--- config.mk ---
export PLATFORM = sky130hd
export DESIGN_NAME = pipe_hazard_ctrl
export DESIGN_NICKNAME = d
export VERILOG_FILES = /design/src/rtl/core_pkg.sv /design/src/rtl/stage_tag_reg.sv /design/src/rtl/pipe_hazard_ctrl.sv
export SDC_FILE = /design/constraint.sdc
export NUM_CORES = 1
export LEC_CHECK = 0
export CAP_MARGIN = 0
export CORE_UTILIZATION = 49
export DETAILED_ROUTE_END_ITERATION = 10
export PLACE_DENSITY = 0.88
export SYNTH_ARGS = -nofsm -noshare
export SYNTH_HDL_FRONTEND = slang
export SYNTH_HIERARCHICAL = 1
export SYNTH_SLANG_ARGS = --single-unit
export TNS_END_PERCENT = 100
--- constraint.sdc ---
create_clock -name clk -period 2.6 [get_ports clk]
set_input_delay 0.52 -clock clk [delete_from_list [all_inputs] [get_ports clk]]
set_output_delay 0.52 -clock clk [all_outputs]
set_load 0.02 [all_outputs]
--- src/rtl/core_pkg.sv ---
// Shared types for the 3-stage core's hazard control.
// Contents:
//   IDX_W      - register index width (16 GPRs)
//   wtag_t     - destination tag carried by stages 2 and 3 (index, write, load)
//   hz_state_e - hazard controller FSM states
package core_pkg;

    localparam int unsigned IDX_W = 4;

    typedef struct packed {
        logic [IDX_W-1:0] idx;
        logic             write;
        logic             load;
    } wtag_t;

    typedef enum logic [1:0] {
        RUN      = 2'd0,
        MEM_WAIT = 2'd1,
        ERR      = 2'd2
    } hz_state_e;

endpackage

--- src/rtl/stage_tag_reg.sv ---
// One pipeline stage's destination tag register.
// Ports:
//   clk, rst  - clock, synchronous active-high reset
//   hold_i    - keep the current tag
//   clr_i     - load an empty tag (wins over hold_i)
//   d_i       - tag to take when neither hold nor clear
//   q_o       - registered tag
module stage_tag_reg
    import core_pkg::*;
(
    input  logic  clk,
    input  logic  rst,
    input  logic  hold_i,
    input  logic  clr_i,
    input  wtag_t d_i,
    output wtag_t q_o
);

    wtag_t tag_q;

    // Clear beats hold so a stage can be emptied while the pipe is frozen.
    always_ff @(posedge clk) begin
        if (rst) begin
            tag_q <= '0;
        end else if (clr_i) begin
            tag_q <= '0;
        end else if (!hold_i) begin
            tag_q <= d_i;
        end
    end

    assign q_o = tag_q;

endmodule

--- src/rtl/pipe_hazard_ctrl.sv ---
// Hazard and write-tag controller for the 3-stage core.
// Owns the stage-2/3 destination tags consumed by forwarding, inserts a
// one-cycle bubble on load-use, and freezes the pipe while a stage-3 load
// waits for memory, going to a sticky error after TIMEOUT blocked cycles.
// Ports:
//   clk, rst                          - clock, synchronous active-high reset
//   id_*                              - stage-1 instruction attributes
//   RegReadIndex11/21                 - stage-1 source indices
//   flush                             - branch taken in stage 2
//   mem_ready                         - stage-3 load data valid
//   RegWriteIndex2/3, RegWrite2/3     - registered stage-2/3 destination tags
//   Stall, Bubble                     - combinational pipe controls
//   mem_err                           - sticky memory timeout
//   stall_count                       - saturating count of stalled cycles
module pipe_hazard_ctrl
    import core_pkg::*;
#(
    parameter int unsigned IDX_W   = core_pkg::IDX_W,
    parameter int unsigned CNT_W   = 16,
    parameter int unsigned TIMEOUT = 64
) (
    input  logic             clk,
    input  logic             rst,
    input  logic             id_valid,
    input  logic             id_reg_write,
    input  logic             id_is_load,
    input  logic [IDX_W-1:0] id_write_index,
    input  logic             id_uses1,
    input  logic             id_uses2,
    input  logic [IDX_W-1:0] RegReadIndex11,
    input  logic [IDX_W-1:0] RegReadIndex21,
    input  logic             flush,
    input  logic             mem_ready,
    output logic [IDX_W-1:0] RegWriteIndex2,
    output logic [IDX_W-1:0] RegWriteIndex3,
    output logic             RegWrite2,
    output logic             RegWrite3,
    output logic             Stall,
    output logic             Bubble,
    output logic             mem_err,
    output logic [CNT_W-1:0] stall_count
);

    localparam int unsigned WAIT_W = $clog2(TIMEOUT + 1);

    wtag_t            s2_q;
    wtag_t            s3_q;
    wtag_t            s2_d;
    hz_state_e        state_q;
    logic [WAIT_W-1:0] wait_q;
    logic             err_q;
    logic [CNT_W-1:0] stall_cnt_q;

    logic             load_use_c;
    logic             mem_block_c;
    logic [WAIT_W-1:0] wait_inc_c;
    logic             timeout_c;
    logic             stall_c;
    logic             bubble_c;
    logic             s2_hold_c;
    logic             s2_clr_c;
    logic             s3_hold_c;
    logic             s3_clr_c;

    // Hazard detection and per-stage tag controls, highest priority first.
    always_comb begin
        stall_c   = 1'b0;
        bubble_c  = 1'b0;
        s2_hold_c = 1'b0;
        s2_clr_c  = 1'b0;
        s3_hold_c = 1'b0;
        s3_clr_c  = 1'b0;

        load_use_c = s2_q.write & s2_q.load & id_valid &
                     ((id_uses1 & (RegReadIndex11 == s2_q.idx)) |
                      (id_uses2 & (RegReadIndex21 == s2_q.idx)));
        mem_block_c = (state_q != ERR) & s3_q.write & s3_q.load & ~mem_ready;

        // First blocked cycle counts as 1; later ones build on the stored count.
        wait_inc_c = (state_q == MEM_WAIT) ? WAIT_W'(wait_q + WAIT_W'(1)) : WAIT_W'(1);
        timeout_c  = mem_block_c & (wait_inc_c == WAIT_W'(TIMEOUT));

        s2_d.idx   = id_write_index;
        s2_d.write = id_valid & id_reg_write;
        s2_d.load  = id_valid & id_is_load;

        if (state_q == ERR) begin
            stall_c   = 1'b1;
            s2_hold_c = 1'b1;
            s3_hold_c = 1'b1;
        end else if (mem_block_c) begin
            // Branch in stage 2 is frozen too, so it re-asserts flush later.
            stall_c   = 1'b1;
            s2_hold_c = 1'b1;
            s3_hold_c = 1'b1;
            s3_clr_c  = timeout_c;
        end else if (flush) begin
            bubble_c = 1'b1;
            s2_clr_c = 1'b1;
        end else if (load_use_c) begin
            stall_c  = 1'b1;
            bubble_c = 1'b1;
            s2_clr_c = 1'b1;
        end
    end

    // FSM, wait counter, sticky error and stall statistics.
    always_ff @(posedge clk) begin
        if (rst) begin
            state_q     <= RUN;
            wait_q      <= '0;
            err_q       <= 1'b0;
            stall_cnt_q <= '0;
        end else begin
            if (stall_c && (stall_cnt_q != '1)) begin
                stall_cnt_q <= stall_cnt_q + CNT_W'(1);
            end
            case (state_q)
                RUN, MEM_WAIT: begin
                    if (mem_block_c) begin
                        if (timeout_c) begin
                            state_q <= ERR;
                            err_q   <= 1'b1;
                        end else begin
                            state_q <= MEM_WAIT;
                            wait_q  <= wait_inc_c;
                        end
                    end else begin
                        state_q <= RUN;
                        wait_q  <= '0;
                    end
                end
                ERR:     state_q <= ERR;
                default: state_q <= RUN;
            endcase
        end
    end

    stage_tag_reg u_stage2 (
        .clk    (clk),
        .rst    (rst),
        .hold_i (s2_hold_c),
        .clr_i  (s2_clr_c),
        .d_i    (s2_d),
        .q_o    (s2_q)
    );

    stage_tag_reg u_stage3 (
        .clk    (clk),
        .rst    (rst),
        .hold_i (s3_hold_c),
        .clr_i  (s3_clr_c),
        .d_i    (s2_q),
        .q_o    (s3_q)
    );

    assign RegWriteIndex2 = s2_q.idx;
    assign RegWrite2      = s2_q.write;
    assign RegWriteIndex3 = s3_q.idx;
    assign RegWrite3      = s3_q.write;
    // Reset forces the pipe controls low even from ERR.
    assign Stall          = stall_c & ~rst;
    assign Bubble         = bubble_c & ~rst;
    assign mem_err        = err_q;
    assign stall_count    = stall_cnt_q;

endmodule
==> impl_metrics.env, run 1 <==
export IMPL_status="finished, final reports clean"
export IMPL_worst_reg_to_reg_cells=8
export IMPL_fill_cells=292
export IMPL_critical_path_startpoint="RegReadIndex21[3]"
export IMPL_remaining_drc_errors=0
export IMPL_wirelength_met1_mm=2.14
export IMPL_fin_setup_tns_ps=0
export IMPL_postLayoutCellArea_um2=2640
export IMPL_synth_edff_count=0
export IMPL_layout_nets=303
export IMPL_sequential_cell_area_um2=761
export IMPL_syn_area_per_cell_um2=8.80
export IMPL_top_layer="met4"
export IMPL_antenna_found_initial=0
export IMPL_worstSetupPathType="input port to output port"
export IMPL_crit_path_max_fanout=2
export IMPL_drtPass1Iterations=4
export IMPL_placed_cells=321
export IMPL_stdcell_count=329
export IMPL_first_global_vias=1650
export IMPL_total_leakage_power_uw=0.000910
export IMPL_grt_max_degree=31
export IMPL_clkTransAtPathRegs_ps=80
export IMPL_die_height_um=66
export IMPL_insertedDiodeCount=0
export IMPL_synth_seq_cells=38
export IMPL_hold_viol_final=0
export IMPL_cts_post_setup_buffers_inserted=0
export IMPL_place_area_um2=2550
export IMPL_floorplan_initialDensity=0.528
export IMPL_first_iter_violations=149
export IMPL_worst_r2r_start="wait_q[0]"
export IMPL_floorplan_core_area_um2=3800
export IMPL_synth_async_sr_flop_share=0
export IMPL_arrival_time_at_the_worst_endpoint_ps=1990
export IMPL_io_buffers=49
export IMPL_timing_critical_path_required_ps=2080
export IMPL_tritoncts="yes"
export IMPL_worstSetupEndpointType="output port"
export IMPL_drive_gt1_frac=0.110
export IMPL_yosys_cell_types_count=47
export IMPL_ioPinCount=50
export IMPL_syn_num_nets=251
export IMPL_critical_path_endpoint="Bubble"
export IMPL_tightestPinTransition_ps=608
export IMPL_yosysSeqAreaShare=0.379
export IMPL_timing_final_max_slew_violations=0
export IMPL_grt_setup_unrepaired="true"
export IMPL_grtUsageTotal=0.218
export IMPL_cp_start_kind="input port"
export IMPL_design_die_area_um2=4360
export IMPL_numClockSinks=38
export IMPL_cap_viol_max_count=0
export IMPL_finClkSkew_ps=9.98
export IMPL_placement_setup_worst_slack_ps=-315
export IMPL_place_hpwl_mm=3.30
export IMPL_yosysWarningCount=6
export IMPL_maxClockFrequency_ghz=0.398
export IMPL_postRouteAntennaNets=0
export IMPL_worst_hold_path_type="register to register"
export IMPL_number_of_endpoints_failing_setup_at_the_final_stage=0
export IMPL_rrSetupSlack_ps=390
export IMPL_drt_wirelength_per_cell_um=13.9
export IMPL_chipWidth_um=66
export IMPL_cts_inserted_buffers=5
export IMPL_wl_mm=4.56
export IMPL_clk_path_buf_depth=2
export IMPL_layout_area_overhead_vs_synth_pct=31.5
export IMPL_power_density_cell_area_nw_per_um2=419
export IMPL_synth_cells=228
export IMPL_place_gp_congestion=0.855
export IMPL_setup_ws_ps=88.8
export IMPL_post_route_period_util=0.966
export IMPL_clock_tree_root_cell="sky130_fd_sc_hd__clkbuf_8"
export IMPL_htreeDepth=2
export IMPL_postLayoutCoreUtil=0.695
export IMPL_worstSkewPairLatency_ps=280
export IMPL_avgViaCountPerCell=5.52
export IMPL_overflow=0
export IMPL_detailroute_wirelength_met2_mm=2.23
export IMPL_mappedNetlistArea_um2=2010
export IMPL_min_cycle_time_layout_ps=2510
export IMPL_ctsResizeCount=5
export IMPL_wl_met3_um=147
export IMPL_reg2reg_to="u_stage3/q_o[2]"
export IMPL_area_of_combinational_cells_with_multiple_inputs_um2=1160
export IMPL_timing_slew_headroom=0.592
export IMPL_synth_ff_type="sky130_fd_sc_hd__dfxtp_1"
export IMPL_wire_length_of_the_first_global_routing_pass_mm=7.36
export IMPL_std_cell_rows=22
export IMPL_cts_hold_buf=0
export IMPL_ir_drop_uv=496
export IMPL_dr_total_vias=1816
## placed cells by master, fill, tap and decap left out, drive strengths merged, types with 4 or more instances in the layout
cell / n
o21ai: 5
nor2: 22
clkdlybuf4s50: 47
xnor2: 9
o31ai: 9
nor3: 4
or4: 9
a21oi: 17
dfxtp: 38
inv: 5
nand3: 19
mux2i: 14
nand2: 11
buf: 9
and3: 6
or3: 9
clkbuf: 7
## power by group
group / internal [µW] / switching, µW / leakage, µW
registers: 587 / 6.58 / 0.000307
logic: 51.9 / 37.2 / 0.000556
clock network: 213 / 210 / 0.0000472
## sequential cells by signal (all words and copies together) (netlist names)
| name | count |
|---|---|
| stall_count | 16 |
| wait_q | 7 |
| u_stage2/q_o | 6 |
| u_stage3/q_o | 6 |
| state_q | 2 |
| mem_err | 1 |
## cells in the mapped netlist, types with 4 or more instances
master / count / share of area
sky130_fd_sc_hd__a21oi_1: 15 / 0.037
sky130_fd_sc_hd__and3_1: 6 / 0.019
sky130_fd_sc_hd__buf_2: 5 / 0.012
sky130_fd_sc_hd__clkbuf_1: 4 / 0.0075
sky130_fd_sc_hd__dfxtp_1: 38 / 0.38
sky130_fd_sc_hd__inv_1: 5 / 0.0094
sky130_fd_sc_hd__mux2i_1: 14 / 0.070
sky130_fd_sc_hd__nand2_1: 11 / 0.021
sky130_fd_sc_hd__nand3_1: 18 / 0.045
sky130_fd_sc_hd__nor2_1: 22 / 0.041
sky130_fd_sc_hd__nor3_1: 4 / 0.010
sky130_fd_sc_hd__o21ai_0: 5 / 0.012
sky130_fd_sc_hd__o31ai_1: 9 / 0.034
sky130_fd_sc_hd__or3_1: 8 / 0.025
sky130_fd_sc_hd__or4_1: 9 / 0.034
sky130_fd_sc_hd__xnor2_1: 9 / 0.039
## cells by family (layout without fill, tap and decap cells)
group,count (synthesis),in the layout,share of synthesized area
xor gates and xnor gates,10,10,0.0436
buffers and inverters,17,70,0.0443
and+or+nand+nor,101,101,0.287
AOI/OAI and AO/OA,45,45,0.158
muxes,15,15,0.0754
adders and majority gates,2,2,0.0125
DFF,38,38,0.379
## cell type report
| class | count | area share |
|---|---|---|
| timing repair buffer | 57 | 0.206 |
| inverter | 5 | 0.00711 |
| sequential | 38 | 0.288 |
| clock inverter | 2 | 0.00474 |
| clock buffer | 6 | 0.0313 |
| tap | 48 | 0.0227 |
| multi-input combinational | 173 | 0.440 |
## worst min path at each step
stage                                from              end  slack (ps)  depth (start not counted)
final                             mem_err          mem_err         470                          1
after global routing              mem_err          mem_err         500                          1
after CTS                         mem_err          mem_err         480                          1
after detailed placement          mem_err          mem_err         460                          1
after global placement            mem_err          mem_err         460                          1
after floorplan           u_stage3/q_o[0]  u_stage3/q_o[0]         460                          2
## per-layer routing
layer | track usage | up-vias
met3 | 0.0414 | 4
met5 | 0 | -
li1 | - | 936
met4 | 0.0559 | 0
met1 | 0.278 | 839
met2 | 0.374 | 37
## worst max-delay path, cell delays in order
cell and delay [ps]:
sky130_fd_sc_hd__clkdlybuf4s50_1 470, sky130_fd_sc_hd__xnor2_1 130, sky130_fd_sc_hd__nand3_1 110, sky130_fd_sc_hd__o22ai_2 230
sky130_fd_sc_hd__a41oi_1 200, sky130_fd_sc_hd__nor3_2 160, sky130_fd_sc_hd__buf_4 170
## metrics by stage
step	total power, µW	hold WS, ps
finish	1110	475
global route	1150	505
CTS	1110	479
detailed placement	696	457
global placement	693	459
floorplan	645	464
Power figures use the tool's default switching activity.
==> run 2, diff against run 1 <==
- SYNTH_HIERARCHICAL: 1 -> not set
==> impl_metrics.env, run 2 <==
export IMPL_grt_setup_unrepaired="true"
export IMPL_synth_ff_type="sky130_fd_sc_hd__dfxtp_1"
export IMPL_post_synth_top_count_cell="sky130_fd_sc_hd__dfxtp_1"
export IMPL_grtUsageTotal=0.243
export IMPL_first_global_vias=1820
export IMPL_synth_seq_cells=38
export IMPL_insertedDiodeCount=0
export IMPL_layout_common_cells="sky130_fd_sc_hd__clkdlybuf4s50_1 (47), sky130_fd_sc_hd__dfxtp_1 (38), sky130_fd_sc_hd__a21oi_1 (20)"
export IMPL_min_cycle_time_layout_ps=2630
export IMPL_finClkSkew_ps=9.89
export IMPL_area_of_combinational_cells_with_multiple_inputs_um2=1130
export IMPL_maxClockFrequency_ghz=0.381
export IMPL_cp_start_kind="input port"
export IMPL_status="finished, violations left"
export IMPL_mappedNetlistArea_um2=2020
export IMPL_io_buffers=49
export IMPL_floorplan_core_area_um2=3800
export IMPL_clock_tree_root_cell="sky130_fd_sc_hd__clkbuf_8"
export IMPL_drt_wirelength_per_cell_um=15.0
export IMPL_layout_area_overhead_vs_synth_pct=32.4
export IMPL_antenna_found_initial=0
export IMPL_place_hpwl_mm=3.78
export IMPL_wl_mm=5.08
export IMPL_drtPass1Iterations=4
export IMPL_number_of_endpoints_failing_setup_at_the_final_stage=2
export IMPL_violations_in_the_final_reports="negative setup slack"
export IMPL_synth_top_cells_by_count="sky130_fd_sc_hd__dfxtp_1 (38), sky130_fd_sc_hd__a21oi_1 (20), sky130_fd_sc_hd__nand2_1 (17)"
export IMPL_synth_cells=237
export IMPL_cts_post_setup_buffers_inserted=0
export IMPL_clkTransAtPathRegs_ps=70
export IMPL_place_gp_congestion=0.873
export IMPL_finalPower_uw=1110
export IMPL_sequential_cell_area_um2=761
export IMPL_highest_cell_delay_on_the_worst_timing_path_ps=460
export IMPL_yosys_cell_types_count=59
export IMPL_numClockSinks=38
export IMPL_synth_top_cell_area_share=0.377
export IMPL_clk_path_buf_depth=2
export IMPL_layout_commonest_cell="sky130_fd_sc_hd__clkdlybuf4s50_1"
export IMPL_remaining_drc_errors=0
export IMPL_wire_length_of_the_first_global_routing_pass_mm=8.16
export IMPL_floorplan_initialDensity=0.531
export IMPL_htreeDepth=2
export IMPL_tritoncts="yes"
export IMPL_synth_top_cells_by_area="sky130_fd_sc_hd__dfxtp_1 (38%), sky130_fd_sc_hd__a21oi_1 (5.0%), sky130_fd_sc_hd__xnor2_1 (3.9%)"
export IMPL_dr_total_vias=1966
export IMPL_ioPinCount=50
export IMPL_avgViaCountPerCell=5.80
export IMPL_final_hold_worst_slack_ps=498
export IMPL_setup_ws_ps=-25.5
export IMPL_timing_slew_headroom=0.631
export IMPL_worstSkewPairLatency_ps=290
export IMPL_postRouteAntennaNets=0
export IMPL_first_iter_violations=129
export IMPL_fill_cells=326
export IMPL_place_area_um2=2570
export IMPL_synth_async_sr_flop_share=0
export IMPL_largest_register_ff_count=16
export IMPL_cts_inserted_buffers=5
export IMPL_overflow=0
export IMPL_power_density_cell_area_nw_per_um2=417
export IMPL_worstSetupPathType="input port to output port"
export IMPL_grt_max_degree=17
export IMPL_synth_top_cell_by_area="sky130_fd_sc_hd__dfxtp_1"
export IMPL_crit_path_cells="clkdlybuf4s50_1 > xnor2_1 > nand3_1 > o22ai_1 > or2_1 > and2_1 > clkdlybuf4s15_2"
export IMPL_syn_area_per_cell_um2=8.52
export IMPL_chipWidth_um=66.2
export IMPL_timing_critical_path_required_ps=2080
export IMPL_yosysWarningCount=0
export IMPL_worstSetupEndpointType="output port"
export IMPL_std_cell_rows=22
export IMPL_cts_hold_buf=0
export IMPL_ir_drop_uv=342
export IMPL_syn_num_nets=260
export IMPL_cap_viol_max_count=0
export IMPL_drive_gt1_frac=0.131
export IMPL_post_route_period_util=1.01
export IMPL_crit_path_max_fanout=2
export IMPL_yosysSeqAreaShare=0.377
export IMPL_postLayoutCoreUtil=0.703
export IMPL_critical_path_slowest_cell="sky130_fd_sc_hd__clkdlybuf4s50_1"
export IMPL_worst_hold_path_type="register to register"
export IMPL_arrival_time_at_the_worst_endpoint_ps=2110
export IMPL_total_leakage_power_uw=0.000926
export IMPL_postLayoutCellArea_um2=2670
export IMPL_design_die_area_um2=4380
export IMPL_die_height_um=66.2
export IMPL_tightestPinTransition_ps=550
export IMPL_hold_viol_final=0
export IMPL_synth_edff_count=0
export IMPL_timing_final_max_slew_violations=0
export IMPL_layout_nets=313
[run 2: worst paths after layout]
path	to	slack (ps)	startpoint	depth (start not counted)
worst max-delay path	Stall	-30	RegReadIndex11[3]	7
worst min-delay path	mem_err	500	mem_err	1
worst max register to register	wait_q[5]	410	wait_q[0]	7
worst min register to register	mem_err	500	mem_err	1
[run 2: per-stage QoR]
step,setup TNS (ps),setup WS (ps),cells
6_report,-46.3,-25.5,339
5_1_grt,-108,-58.6,339
4_1_cts,0,0.359,339
3_5_place_dp,-735,-403,331
3_3_place_gp,-525,-277,331
2_1_floorplan,0,417,237
[run 2: layout make-up]
class	instances	area share
Timing Repair Buffer	65	0.228
Multi-Input combinational cell	175	0.423
Clock inverter	1	0.00187
Clock buffer	7	0.0323
Inverter	5	0.00703
Tap cell	48	0.0225
Sequential cell	38	0.285
[run 2: cell families after synthesis]
group                      after synthesis  share of synthesized area
and+or+nand+nor                        100                      0.277
xor gates and xnor gates                11                     0.0477
adders and majority gates                2                     0.0124
DFF                                     38                      0.377
buffers and inverters                   24                     0.0694
muxes                                    8                     0.0403
AOI/OAI and AO/OA                       54                      0.177
[run 2: timing repair]
| action | in CTS | in global routing |
|---|---|---|
| endpoints found under the setup margin | 2 | 2 |
| resized for setup | 10 | 1 |
| pin swaps | 0 | 0 |
[run 2: metal layers]
metal / GRT usage / vias up / wire [µm]
li1: - / 972 / -
met1: 0.289 / 938 / 2300
met2: 0.422 / 43 / 2470
met3: 0.0586 / 13 / 204
met4: 0.0851 / 0 / 110
met5: 0 / - / 0
[run 2: worst max-delay path: cells and delay by family]
family                    cells  cell delay [ps]
buffers and inverters         2              720
AOI/OAI and AO/OA             1              190
and+or+nand+nor               3              440
xor gates and xnor gates      1              230
[run 2: report_power, final]
group	leakage [µW]	internal (µW)	total [µW]	switching, µW
sequential	0.000307	587	594	7.09
combinational	0.000571	56.9	98.7	41.8
clock	0.0000482	214	421	207
